File: src/rtl/tx_pkg.sv
// Shared types and constants for the TX cipher stage.
// Optional build macro used by the stage: TX_BYPASS_EN.
package tx_pkg;

   localparam int TX_DATA_W = 32;
   localparam int TX_LEN_W  = 16;

   typedef enum logic [1:0] {
      ST_IDLE   = 2'd0,
      ST_STREAM = 2'd1,
      ST_DONE   = 2'd2
   } tx_state_e;

endpackage

File: src/rtl/tx_out_slice.sv
// Single-stage AXI-Stream register carrying {sof, eof, data}.
// Fields hold stable while valid is high and ready is low.
module tx_out_slice
   import tx_pkg::*;
#(
   parameter int W = TX_DATA_W
) (
   input  logic         aclk_i,
   input  logic         aresetn_i,
   input  logic         load_i,
   input  logic         sof_i,
   input  logic         eof_i,
   input  logic [W-1:0] data_i,
   input  logic         ready_i,
   output logic         free_o,
   output logic         valid_o,
   output logic         sof_o,
   output logic         eof_o,
   output logic [W-1:0] data_o
);

   logic         valid_q;
   logic         sof_q;
   logic         eof_q;
   logic [W-1:0] data_q;

   assign free_o  = !valid_q || ready_i;
   assign valid_o = valid_q;
   assign sof_o   = sof_q;
   assign eof_o   = eof_q;
   assign data_o  = data_q;

   // Load a new word, drain on ready, otherwise hold everything.
   always_ff @(posedge aclk_i or negedge aresetn_i) begin
      if (!aresetn_i) begin
         valid_q <= 1'b0;
         sof_q   <= 1'b0;
         eof_q   <= 1'b0;
         data_q  <= '0;
      end else if (load_i) begin
         valid_q <= 1'b1;
         sof_q   <= sof_i;
         eof_q   <= eof_i;
         data_q  <= data_i;
      end else if (ready_i) begin
         valid_q <= 1'b0;
      end
   end

endmodule

File: src/rtl/tx_frame_encrypt.sv
// TX cipher stage: XORs plaintext with keystream, adds sof/eof framing.
// Optional macro TX_BYPASS_EN adds a per-frame plaintext bypass input.
module tx_frame_encrypt
   import tx_pkg::*;
#(
   parameter int C_LEN_W = TX_LEN_W
) (
   input  logic                 i_aclk,
   input  logic                 i_aresetn,
   input  logic                 i_enable,
   input  logic [C_LEN_W-1:0]   i_frame_len,
`ifdef TX_BYPASS_EN
   input  logic                 i_bypass,
`endif
   output logic                 s_axis_tready,
   input  logic                 s_axis_tvalid,
   input  logic [TX_DATA_W-1:0] s_axis_tdata,
   input  logic [TX_DATA_W-1:0] i_keystream_data,
   input  logic                 i_keystream_valid,
   output logic                 o_keystream_ready,
   input  logic                 m_axis_tready,
   output logic                 m_axis_tvalid,
   output logic [TX_DATA_W-1:0] m_axis_tdata,
   output logic                 m_axis_sof,
   output logic                 m_axis_eof,
   output logic [31:0]          o_frame_count,
   output logic                 o_error
);

   tx_state_e            state_q, state_d;
   logic [C_LEN_W-1:0]   len_q, len_d;
   logic [C_LEN_W-1:0]   cnt_q, cnt_d;
   logic [31:0]          fcnt_q, fcnt_d;
   logic                 err_q, err_d;
   logic                 byp_q, byp_d;
   logic                 byp_in;
   logic                 out_free;
   logic                 accept;
   logic                 last_word;
   logic                 eof_done;
   logic [TX_DATA_W-1:0] ct;

`ifdef TX_BYPASS_EN
   assign byp_in = i_bypass;
`else
   assign byp_in = 1'b0;
`endif

   assign last_word = (cnt_q == len_q - C_LEN_W'(1));
   assign s_axis_tready = (state_q == ST_STREAM)
                        && (byp_q || i_keystream_valid)
                        && out_free;
   assign accept = s_axis_tready && s_axis_tvalid;
   assign o_keystream_ready = accept && !byp_q;
   assign ct = byp_q ? s_axis_tdata
                     : s_axis_tdata ^ i_keystream_data;
   assign eof_done = m_axis_tvalid && m_axis_tready && m_axis_eof;

   assign o_frame_count = fcnt_q;
   assign o_error = err_q;

   // Frame control registers.
   always_ff @(posedge i_aclk or negedge i_aresetn) begin
      if (!i_aresetn) begin
         state_q <= ST_IDLE;
         len_q   <= '0;
         cnt_q   <= '0;
         fcnt_q  <= '0;
         err_q   <= 1'b0;
         byp_q   <= 1'b0;
      end else begin
         state_q <= state_d;
         len_q   <= len_d;
         cnt_q   <= cnt_d;
         fcnt_q  <= fcnt_d;
         err_q   <= err_d;
         byp_q   <= byp_d;
      end
   end

   // Next-state: start frames only from IDLE, finish on eof handoff.
   always_comb begin
      state_d = state_q;
      len_d   = len_q;
      cnt_d   = cnt_q;
      fcnt_d  = fcnt_q;
      err_d   = err_q;
      byp_d   = byp_q;
      unique case (state_q)
         ST_IDLE: begin
            if (i_enable) begin
               if (i_frame_len != '0) begin
                  state_d = ST_STREAM;
                  len_d   = i_frame_len;
                  cnt_d   = '0;
                  byp_d   = byp_in;
               end else begin
                  err_d = 1'b1;
               end
            end
         end
         ST_STREAM: begin
            if (accept) begin
               cnt_d = cnt_q + C_LEN_W'(1);
               if (last_word) state_d = ST_DONE;
            end
         end
         ST_DONE: begin
            if (eof_done) begin
               fcnt_d  = fcnt_q + 32'd1;
               state_d = ST_IDLE;
            end
         end
         default: state_d = ST_IDLE;
      endcase
   end

   tx_out_slice #(.W(TX_DATA_W)) u_out (
      .aclk_i    (i_aclk),
      .aresetn_i (i_aresetn),
      .load_i    (accept),
      .sof_i     (cnt_q == '0),
      .eof_i     (last_word),
      .data_i    (ct),
      .ready_i   (m_axis_tready),
      .free_o    (out_free),
      .valid_o   (m_axis_tvalid),
      .sof_o     (m_axis_sof),
      .eof_o     (m_axis_eof),
      .data_o    (m_axis_tdata)
   );

endmodule

File: config.mk
export PLATFORM = sky130hd
export DESIGN_NAME = tx_frame_encrypt
export DESIGN_NICKNAME = d
export VERILOG_FILES = /design/src/rtl/tx_pkg.sv /design/src/rtl/tx_out_slice.sv /design/src/rtl/tx_frame_encrypt.sv
export SDC_FILE = /design/constraint.sdc
export NUM_CORES = 1
export LEC_CHECK = 0
export CORE_ASPECT_RATIO = 2
export CORE_MARGIN = 1.5
export CORE_UTILIZATION = 45
export CTS_CLUSTER_SIZE = 10
export DETAILED_ROUTE_END_ITERATION = 6
export GPL_TIMING_DRIVEN = 0
export PLACE_DENSITY = 0.73
export RECOVER_POWER = 50
export SLEW_MARGIN = 20
export SYNTH_ARGS = -nofsm -noshare
export SYNTH_HDL_FRONTEND = slang
export SYNTH_SLANG_ARGS = --single-unit
File: constraint.sdc
create_clock -name i_aclk -period 3.9 [get_ports i_aclk]
set_input_delay 0.78 -clock i_aclk [delete_from_list [all_inputs] [get_ports i_aclk]]
set_output_delay 0.78 -clock i_aclk [all_outputs]
set_load 0.005 [all_outputs]
==> impl_metrics.py <==
metrics = {
    "placed_design": {
        "port_buffers": 155,
        "gp_congestion": 0.905,
        "hpwlAfterDp_um": 10500,
        "preCtsSetupSlack_ns": 0.406,
        "dp.cells": 827,
    },
    "worst_setup_path": {
        "crit_path_end": "o_keystream_ready",
        "cp_max_fo": 7,
        "critPathLaunch": "m_axis_tready",
        "cp_data_arrival_time_ns": 2.73,
        "rr_endpoint": "state_q[0]",
        "crit_required_ns": 3.12,
        "crit_path_start_kind": "input pin",
        "crit_type": "input pin to output pin",
        "reg2reg_slack_ns": 0.63,
        "reg2regPathDepth": 9,
        "crit-reg2reg-launch": "len_q[0]",
        "cp-end-kind": "output pin",
    },
    "route": {
        "viasPerCell": 5.26,
        "num_vias": 4421,
        "drtAntennaViolNets": 0,
        "drc": 0,
        "drt_iter0_drc": 219,
        "wl_per_cell_um": 15.7,
        "drtPass1Iterations": 4,
        "wl_um": 13200,
    },
    "synthesis": {
        "synth-edff-count": 0,
        "yosysSeqAreaShare": 0.499,
        "syn_inst": 531,
        "yosysTopAreaCell": "dfrtp_1",
        "yosysMostFrequentCell": "nand2_1",
        "ys_seq_elements": 102,
        "yosys_warnings": 0,
        "synth_ff_type": "dfrtp_1",
        "async_flop_share": 1.00,
        "ys_types": 47,
        "synth.avg_cell_area_um2": 9.63,
        "netlist_area_um2": 5110,
        "synthTopCellsByArea": "dfrtp_1 50%, xnor2_1 13%, nand2_1 7.8%, o21ai_0 3.6%, xor2_1 3.1%",
        "synth_top_area_frac": 0.499,
        "syn-num-nets": 621,
        "synth_commonest_cells": "106 x nand2_1, 102 x dfrtp_1, 77 x xnor2_1",
    },
    "clocking": {
        "root_buffer": "clkbuf_16",
        "clk_path_buf_depth": 2,
        "cts_resized": 0,
        "htreeDepth": 3,
        "post_cts_buffers": 0,
        "clk_pin_slew_ns": 0.07,
        "cts_hold_buf": 0,
        "cts_tree": "yes",
        "cts_sinks": 102,
        "clk_latency_ns": 0.34,
        "cts_buffers": 9,
    },
    "power": {
        "power_mw": 2.00,
        "vdd_drop_max_uv": 223,
        "p_leak_nw": 3.19,
        "p_per_area_nw_per_um2": 281,
    },
    "sta": {
        "skew_ns": 0.00859,
        "tightest_slew_ns": 1.60,
        "hold_ws_ns": 0.471,
        "setup_tns_ns": 0,
        "setup_slack_ns": 0.390,
        "slew_headroom": -0.0689,
        "setup_violations": 0,
        "fmax_ghz": 0.285,
        "rsz0062_at_grt": "false",
        "hold_viol_final": 0,
        "fin_crit_ns": 3.51,
        "slew_viol_final": 28,
        "period_share": 0.900,
    },
    "global_route": {
        "gr-total-overflow": 0,
        "antenna_found_initial": 0,
        "grt_pass1_wl_um": 21900,
        "grtUsageTotal": 0.232,
        "grt_max_degree": 76,
        "grt_pass1_vias": 4641,
    },
    "layout": {
        "syn_to_final_growth_pct": 39.1,
        "antennaDiodeCount": 0,
        "register_area_um2": 2550,
        "finalNetCount": 788,
        "drive_above_1_share": 0.0414,
        "fin_cells": 840,
        "fillers": 957,
        "multi_input_area_um2": 2400,
    },
    "outcome": {
        "status": "complete, but fails checks",
        "failed_checks": "capacitance limit, slew limit",
    },
    "die": {
        "core_area_um2": 11000,
        "initial_core_util": 0.464,
        "dieArea_um2": 12000,
        "fp.dieH_um": 154,
        "io_pins": 156,
        "row_count": 54,
        "die_w_um": 78.4,
    },
    "job": {
        "max_cap_violations": 1,
    },
    "hold_path": {
        "hold_path.class": "flop to flop",
    },
}
-- logic make-up (layout without fill, tap and decap cells) --
logic type / Yosys count / in the layout / share of synthesized area
AOI/OAI and AO/OA: 63 / 63 / 0.0764
DFF: 102 / 102 / 0.499
muxes: 1 / 1 / 0.00220
and+or+nand+nor: 231 / 231 / 0.219
xor gates and xnor gates: 95 / 95 / 0.163
adders and majority gates: 4 / 4 / 0.00979
buffers and inverters: 35 / 204 / 0.0306
-- worst max-delay path: stages --
cell             delay, ns
dlygate4sd3_1         0.53
nand2b_1              0.14
nand4_1               0.36
inv_1                 0.34
clkdlybuf4s50_1       0.57
-- metal layers --
metal,global-route usage,vias up,wire length (um)
met2,0.452,133,7640
li1,-,2130,-
met5,0,-,0
met1,0.225,2135,4590
met3,0.0510,23,591
met4,0.102,0,394
-- sequential cells by signal, indices dropped and copies added, names as in the netlist --
| register | count |
|---|---|
| o_frame_count | 32 |
| u_out.eof_o | 1 |
| cnt_q | 16 |
| u_out.sof_o | 1 |
| u_out.valid_o | 1 |
| o_error | 1 |
| state_q | 2 |
| len_q | 16 |
| u_out.data_o | 32 |
-- power by group --
group | switching (mW) | total (mW) | internal, mW
registers | 0 | 1.06 | 1.06
logic | 0.0493 | 0.148 | 0.0984
clock network | 0.370 | 0.792 | 0.422
-- cell type report --
| class | instances | share of cell area |
|---|---|---|
| inverter | 10 | 0.00528 |
| timing repair buffer | 156 | 0.221 |
| clock buffer | 9 | 0.0317 |
| clock inverter | 4 | 0.00369 |
| tap | 140 | 0.0246 |
| buffer | 25 | 0.0167 |
| sequential | 102 | 0.359 |
| multi-input combinational | 394 | 0.338 |
-- cells in the final DEF, fill, tap and decap left out, types with 5 or more instances in the layout --
| cell type | instances |
|---|---|
| nor4_1 | 13 |
| clkdlybuf4s50_1 | 127 |
| inv_1 | 10 |
| clkbuf_1 | 18 |
| xor2_1 | 18 |
| nor2_1 | 34 |
| nor2b_1 | 5 |
| and3_1 | 12 |
| dfrtp_1 | 102 |
| clkbuf_16 | 9 |
| xnor2_1 | 77 |
| o21ai_0 | 37 |
| dlygate4sd3_1 | 27 |
| nand3_1 | 11 |
| nor3_1 | 7 |
| nand4_1 | 11 |
| a2111oi_0 | 5 |
| nand2_1 | 106 |
-- stage by stage --
step | instance area [um2] | util
floorplan | 5110 | -
global placement | 6840 | 0.621
finish | 7110 | 0.646
detailed placement | 6870 | 0.624
global route | 7110 | 0.646
CTS | 7120 | 0.646
-- worst min path at each step --
stage                       from  slack, ns           endpoint  depth (start not counted)
2_1_floorplan          len_q[15]       0.47          len_q[15]                          2
3_3_place_gp   o_frame_count[31]       0.46  o_frame_count[31]                          1
3_5_place_dp   o_frame_count[31]       0.47  o_frame_count[31]                          1
4_1_cts                i_aresetn       0.30   u_out.data_o[20]                          1
5_1_grt                  o_error       0.49            o_error                          1
6_report        u_out.data_o[27]       0.47   u_out.data_o[27]                          2
Power figures use the tool's default switching activity.
